--- src/rtl/pcr_arbiter.sv ---
// pcr_arbiter: shares the single-outstanding PCR bus among NUM_REQ requesters.
// Requester 0 is the CSR unit's PCR port and requester 1 is the debug ring.
// One transaction is in flight at a time. Requesters are granted round-robin.
// The response is matched by core id. A missing response ends with an error
// strobe once the timeout expires.
module pcr_arbiter #(
  parameter int NUM_REQ        = 2,
  parameter int TIMEOUT_CYCLES = 1024,
  parameter int TO_W           = 11
) (
  input  logic                  clk_i,
  input  logic                  rst_i,
  input  logic [63:0]           core_id_i,
  input  logic [NUM_REQ-1:0]    req_valid_i,
  output logic [NUM_REQ-1:0]    req_ready_o,
  input  logic [NUM_REQ*12-1:0] req_addr_i,
  input  logic [NUM_REQ*64-1:0] req_data_i,
  input  logic [NUM_REQ*3-1:0]  req_we_i,
  output logic [NUM_REQ-1:0]    resp_valid_o,
  output logic [63:0]           resp_data_o,
  output logic                  resp_err_o,
  output logic                  pcr_req_valid_o,
  input  logic                  pcr_req_ready_i,
  output logic [11:0]           pcr_req_addr_o,
  output logic [63:0]           pcr_req_data_o,
  output logic [2:0]            pcr_req_we_o,
  output logic [63:0]           pcr_req_core_id_o,
  input  logic                  pcr_resp_valid_i,
  input  logic [63:0]           pcr_resp_data_i,
  input  logic [63:0]           pcr_resp_core_id_i,
  output logic                  busy_o
);

  localparam int PTR_W = $clog2(NUM_REQ);
  localparam int SUM_W = PTR_W + 1;
  localparam bit TO_EN = (TIMEOUT_CYCLES != 0);
  // Counter value seen in the last WAIT cycle before the transaction expires.
  localparam logic [TO_W-1:0]  TO_LAST  = (TIMEOUT_CYCLES > 0) ? TO_W'(TIMEOUT_CYCLES - 1)
                                                                : {TO_W{1'b0}};
  localparam logic [PTR_W-1:0] LAST_IDX = PTR_W'(NUM_REQ - 1);

  typedef enum logic [1:0] {
    ST_IDLE = 2'd0,
    ST_REQ  = 2'd1,
    ST_WAIT = 2'd2
  } state_e;

  state_e             state_q, state_d;
  logic [PTR_W-1:0]   rr_ptr_q, rr_ptr_d;
  logic [PTR_W-1:0]   owner_q, owner_d;
  logic [TO_W-1:0]    cnt_q, cnt_d;
  logic [11:0]        addr_q, addr_d;
  logic [63:0]        data_q, data_d;
  logic [2:0]         we_q, we_d;
  logic [63:0]        core_id_q, core_id_d;
  logic [NUM_REQ-1:0] resp_valid_q, resp_valid_d;
  logic [63:0]        resp_data_q, resp_data_d;
  logic               resp_err_q, resp_err_d;

  logic               grant_found_s;
  logic [PTR_W-1:0]   grant_idx_s;
  logic [11:0]        sel_addr_s;
  logic [63:0]        sel_data_s;
  logic [2:0]         sel_we_s;
  logic [NUM_REQ-1:0] req_ready_s;
  logic               match_s;
  logic               expire_s;

  // One-hot vector with bit idx set.
  function automatic logic [NUM_REQ-1:0] onehot_f(input logic [PTR_W-1:0] idx);
    logic [NUM_REQ-1:0] vec;
    vec = {NUM_REQ{1'b0}};
    for (int i = 0; i < NUM_REQ; i++) begin
      vec[i] = (idx == PTR_W'(i));
    end
    return vec;
  endfunction

  // Requester index after idx, wrapping from the last requester back to 0.
  function automatic logic [PTR_W-1:0] next_idx_f(input logic [PTR_W-1:0] idx);
    logic [PTR_W-1:0] nxt;
    if (idx == LAST_IDX) begin
      nxt = {PTR_W{1'b0}};
    end else begin
      nxt = idx + PTR_W'(1);
    end
    return nxt;
  endfunction

  // Round-robin search: first valid requester at or after rr_ptr, modulo NUM_REQ.
  always_comb begin
    logic [SUM_W-1:0] raw_v;
    logic [SUM_W-1:0] pos_v;
    logic             take_v;
    raw_v         = {SUM_W{1'b0}};
    pos_v         = {SUM_W{1'b0}};
    take_v        = 1'b0;
    grant_found_s = 1'b0;
    grant_idx_s   = {PTR_W{1'b0}};
    for (int k = 0; k < NUM_REQ; k++) begin
      raw_v         = {1'b0, rr_ptr_q} + SUM_W'(k);
      pos_v         = (raw_v >= SUM_W'(NUM_REQ)) ? (raw_v - SUM_W'(NUM_REQ)) : raw_v;
      take_v        = !grant_found_s && req_valid_i[pos_v[PTR_W-1:0]];
      grant_idx_s   = take_v ? pos_v[PTR_W-1:0] : grant_idx_s;
      grant_found_s = grant_found_s | take_v;
    end
  end

  // Payload of the granted requester, selected as an AND-OR mux.
  always_comb begin
    sel_addr_s = 12'd0;
    sel_data_s = 64'd0;
    sel_we_s   = 3'd0;
    for (int i = 0; i < NUM_REQ; i++) begin
      sel_addr_s = sel_addr_s | (req_addr_i[i*12 +: 12] & {12{grant_idx_s == PTR_W'(i)}});
      sel_data_s = sel_data_s | (req_data_i[i*64 +: 64] & {64{grant_idx_s == PTR_W'(i)}});
      sel_we_s   = sel_we_s   | (req_we_i[i*3 +: 3]     & {3{grant_idx_s == PTR_W'(i)}});
    end
  end

  assign match_s  = pcr_resp_valid_i && (pcr_resp_core_id_i == core_id_q);
  assign expire_s = TO_EN && (cnt_q == TO_LAST);

  // Next-state logic: accept in IDLE, hand off in REQ, match or time out in WAIT.
  always_comb begin
    state_d      = state_q;
    rr_ptr_d     = rr_ptr_q;
    owner_d      = owner_q;
    cnt_d        = cnt_q;
    addr_d       = addr_q;
    data_d       = data_q;
    we_d         = we_q;
    core_id_d    = core_id_q;
    resp_valid_d = {NUM_REQ{1'b0}};
    resp_data_d  = 64'd0;
    resp_err_d   = 1'b0;
    req_ready_s  = {NUM_REQ{1'b0}};
    case (state_q)
      ST_IDLE: begin
        if (grant_found_s) begin
          req_ready_s = onehot_f(grant_idx_s);
          addr_d      = sel_addr_s;
          data_d      = sel_data_s;
          we_d        = sel_we_s;
          core_id_d   = core_id_i;
          owner_d     = grant_idx_s;
          state_d     = ST_REQ;
        end else begin
          state_d = ST_IDLE;
        end
      end
      ST_REQ: begin
        // Responses are not looked at until the request has been handed off.
        if (pcr_req_ready_i) begin
          cnt_d   = {TO_W{1'b0}};
          state_d = ST_WAIT;
        end else begin
          state_d = ST_REQ;
        end
      end
      ST_WAIT: begin
        // A match on the expiry cycle still returns the real data.
        if (match_s) begin
          resp_valid_d = onehot_f(owner_q);
          resp_data_d  = pcr_resp_data_i;
          rr_ptr_d     = next_idx_f(owner_q);
          state_d      = ST_IDLE;
        end else if (expire_s) begin
          resp_valid_d = onehot_f(owner_q);
          resp_err_d   = 1'b1;
          rr_ptr_d     = next_idx_f(owner_q);
          state_d      = ST_IDLE;
        end else begin
          cnt_d   = cnt_q + TO_W'(1);
          state_d = ST_WAIT;
        end
      end
      default: begin
        state_d = ST_IDLE;
      end
    endcase
  end

  // State, arbitration pointer, counter, latched payload and response registers.
  always_ff @(posedge clk_i or posedge rst_i) begin
    if (rst_i) begin
      state_q      <= ST_IDLE;
      rr_ptr_q     <= {PTR_W{1'b0}};
      owner_q      <= {PTR_W{1'b0}};
      cnt_q        <= {TO_W{1'b0}};
      addr_q       <= 12'd0;
      data_q       <= 64'd0;
      we_q         <= 3'd0;
      core_id_q    <= 64'd0;
      resp_valid_q <= {NUM_REQ{1'b0}};
      resp_data_q  <= 64'd0;
      resp_err_q   <= 1'b0;
    end else begin
      state_q      <= state_d;
      rr_ptr_q     <= rr_ptr_d;
      owner_q      <= owner_d;
      cnt_q        <= cnt_d;
      addr_q       <= addr_d;
      data_q       <= data_d;
      we_q         <= we_d;
      core_id_q    <= core_id_d;
      resp_valid_q <= resp_valid_d;
      resp_data_q  <= resp_data_d;
      resp_err_q   <= resp_err_d;
    end
  end

  // The grant is combinational, so it is masked while reset is held so that
  // every output reads zero during reset.
  assign req_ready_o       = rst_i ? {NUM_REQ{1'b0}} : req_ready_s;
  assign pcr_req_valid_o   = (state_q == ST_REQ);
  assign pcr_req_addr_o    = addr_q;
  assign pcr_req_data_o    = data_q;
  assign pcr_req_we_o      = we_q;
  assign pcr_req_core_id_o = core_id_q;
  assign resp_valid_o      = resp_valid_q;
  assign resp_data_o       = resp_data_q;
  assign resp_err_o        = resp_err_q;
  assign busy_o            = (state_q != ST_IDLE);

endmodule

--- config.mk ---
export PLATFORM = sky130hd
export DESIGN_NAME = pcr_arbiter
export DESIGN_NICKNAME = d
export VERILOG_FILES = /design/src/rtl/pcr_arbiter.sv
export SDC_FILE = /design/constraint.sdc
export NUM_CORES = 1
export LEC_CHECK = 0
export ABC_AREA = 1
export BUFFER_PORTS_ARGS = -buffer_cell sky130_fd_sc_hd__buf_4
export CORE_AREA = 5 5 217 219
export CTS_CLUSTER_SIZE = 25
export DETAILED_ROUTE_END_ITERATION = 10
export DIE_AREA = 0 0 222 224
export PLACE_DENSITY = 0.49
export SETUP_SLACK_MARGIN = 0.4
export SYNTH_ARGS = -nofsm -noshare
export SYNTH_HDL_FRONTEND = slang
export SYNTH_SLANG_ARGS = --single-unit
--- constraint.sdc ---
create_clock -name clk_i -period 13.3 [get_ports clk_i]
set_input_delay 1.33 -clock clk_i [delete_from_list [all_inputs] [get_ports clk_i]]
set_output_delay 1.33 -clock clk_i [all_outputs]
set_load 0.05 [all_outputs]
==> impl_results.md <==
* Leak at 9.53 nW
* Worst path cell trace: buf_4 > o21ai_4 > buf_4 > inv_6 > nand2_1 > nor2_1 > buf_4
* Post-layout min period at 5.22 ns
* Slew of the pin with the lowest slew margin at 1.19 ns
* Setup TNS at 0 ns
* Final setup fails at 0
* Worst skew pair latency at 0.57 ns
* CTS tree: yes
* Switching share of power at 0.505
* Initial antenna violation count at 1
* Total Nets Final at 2435
* Post-Place Cells at 2647
* Die outline area at 49700 um^2
* Grt ovf at 0
* Most common cell after layout, fill and taps aside: buf_4
* Hold WC Path Type: flop to flop
* Main synth FF type: dfrtp_1
* GP Congestion at 0.920
* Clock power share at 0.205
* Largest net degree at the start of global routing at 117
* Sequential area share after synthesis at 0.487
* Asr flop ratio synth at 1.00
* Ports at 570
* Hold Fails Final Rpt at 0
* Synth Register Bits at 225
* Vias at 12300
* Outcome: completed
* CTS buffer count at 29
* Clk slew on worst S/H paths at 0.06 ns
* Gate Count Post-Synth at 1543
* DRT iter0 DRCs at 721
* Dominant cells by area after synthesis: dfrtp_1, nand2_1, nand3_1
* Critical Path AT at 3.89 ns
* Final Cycle Share at 0.392
* Max incr delay on CP at 0.78 ns
* Final ANT Viol Nets at 0
* Worst EP required at 11.97 ns
* Post-DP HPWL at 40900 um
* P&R area growth vs syn at 50.3%
* Cell Int Power at 2.02 mW
* Most used cell, CP: buf_4
* Commonest cells after routing, fill and taps aside: buf_4, nand2_1, dfrtp_1
* Vias in the first global route at 12600
* Post-cts gate resize count at 0
* RSZ-0062 raised after global routing: false
* Synth Net Count at 1900
* Crit Path Max Fanout at 115
* Overall routing resource usage at 0.203
* WS Path Type: input pin to primary output
* Worst Skew at 0.0330 ns
* Final Non-Filler Cells at 2702
* Core Box Area at 44900 um^2
* Drt wl/cell at 19.6 um
* DRC Markers at 0
* Drt via density at 4.56
* Synth area leader: dfrtp_1
* Hold-fix buffers at CTS at 0
* Share of layout cells above drive strength 1 at 0.318
* Chip Width at 222 um
* Peak Freq at 192 MHz
* WL final at 53000 um
* Htree depth at 1
* Yosys cell types at 31
* Startpoint Class: input pin
* Combinational Power Share at 0.528
* Root buf cell: clkbuf_16
* Clk buf depth at 3
* Post-synth EDFFs at 0
* Router iterations before antenna repair at 6
* Pwr dens at 235 nW/um^2
* Post-CTS setup buffers at 0
* CP max stage cell: inv_6
* Fin. max-slew vios at 0
* Family with the most delay on the worst path: buffers and inverters
* Worst path bufs/invs at 4
* Row cnt at 78
* Part of the power in registers at 0.266
* Sw Pwr at 2.06 mW
* Yosys warning count at 0
* Synth top area share at 0.487
* Endpoint type of the worst setup path: primary output
* Max Cap Violations at 0
* Starting Density at 0.257
* First-pass GRT wire length at 78600 um
* Port bufs at 569
* Syn Std Cell Area at 11600 um^2
* Mean Syn Cell Area at 7.49 um^2
* Max VDD drop at 0.137 mV
* Chip Height at 224 um
* CTS Sinks at 225
* Slew HR at 0.209
-- logic make-up after synthesis --
group                      count (synthesis)  share of synthesized area
DFF                                      225                      0.487
xor gates and xnor gates                   7                    0.00530
and+or+nand+nor                          966                      0.381
AOI/OAI and AO/OA                         68                     0.0300
adders and majority gates                  1                    0.00108
buffers and inverters                    276                     0.0957
-- state kept, by name (all words and copies together), names as in the netlist --
name	count
pcr_req_core_id_o	64
pcr_req_data_o	64
resp_data_o	64
pcr_req_addr_o	12
cnt_q	11
pcr_req_we_o	3
resp_valid_o	2
state_q	2
owner_q	1
resp_err_o	1
rr_ptr_q	1
-- power by group through the flow --
| stage | sequential [mW] | combinational [mW] | clock [mW] |
|---|---|---|---|
| 4_1_cts | 1.09 | 2.18 | 0.868 |
| 2_1_floorplan | 1.79 | 0.680 | 0 |
| 6_report | 1.09 | 2.15 | 0.837 |
| 3_5_place_dp | 1.09 | 2.18 | 0 |
| 3_3_place_gp | 1.09 | 2.16 | 0 |
| 5_1_grt | 1.12 | 2.31 | 0.894 |
-- cell usage after synthesis (2+ instances only) --
library cell,n
nand2_1,469
dfrtp_1,225
inv_1,200
nand3_1,186
nor2_1,162
nand4_1,101
o21ai_0,59
clkbuf_1,48
nor2_4,30
buf_2,20
a21oi_1,6
nor3_1,6
nand3b_1,4
xnor2_1,4
buf_8,3
xor2_1,3
buf_1,2
nor2_2,2
-- worst reg2reg max path, cell delays in order (launching register included) --
cell     delay [ns]
dfrtp_1        0.43
nor2_4         0.12
buf_4          0.40
o21ai_4        0.14
buf_4          0.44
inv_6          0.86
buf_4          0.84
o21ai_0        0.24
-- final timing paths --
| check | startpoint | endpoint | slack [ns] | cells past startpoint |
|---|---|---|---|---|
| setup / recovery | req_valid_i[1] | req_ready_o[0] | 8.08 | 7 |
| hold / removal | owner_q$_DFFE_PP0P_ | resp_valid_o[0]$_DFF_PP0_ | 0.44 | 1 |
| setup reg to reg | state_q[1]$_DFF_PP0_ | pcr_req_core_id_o[60]$_DFFE_PP0P_ | 9.65 | 7 |
| hold reg to reg | owner_q$_DFFE_PP0P_ | resp_valid_o[0]$_DFF_PP0_ | 0.44 | 1 |
| max in group asynchronous | rst_i | resp_data_o[33]$_DFF_PP0_ | 10.99 | 3 |
| min in group asynchronous | rst_i | pcr_req_data_o[54]$_DFFE_PP0P_ | 0.98 | 2 |
-- per-layer routing --
layer | vias to the layer above | track usage | routed length [um]
li1 | 5959 | - | -
met1 | 5839 | 0.237 | 20400
met2 | 455 | 0.358 | 26700
met3 | 80 | 0.0588 | 4190
met4 | 0 | 0.0698 | 1760
met5 | - | 0 | 0
-- metrics by stage --
step	total power, mW	cell area [um^2]	util	worst slack, ns	hold slack [ns]
4_1_cts	4.13	17400	0.387	8.09	0.437
2_1_floorplan	2.47	11600	-	5.81	0.399
6_report	4.08	17400	0.387	8.08	0.437
5_1_grt	4.32	17400	0.387	7.87	0.445
3_5_place_dp	3.27	16300	0.364	8.09	0.424
3_3_place_gp	3.25	16300	0.364	8.02	0.425
-- final cells by class --
| cell class | count | area (um^2) |
|---|---|---|
| well taps | 600 | 751 |
| clock buffers | 44 | 882 |
| inverters | 201 | 767 |
| diodes | 1 | 2.50 |
| flip-flops and latches | 225 | 5630 |
| fillers | 4757 | 27500 |
| repair buffers | 579 | 4350 |
| clock inverters | 10 | 138 |
| multi-input cells | 1042 | 4850 |
Note: power is estimated with default switching activity, not from simulation.
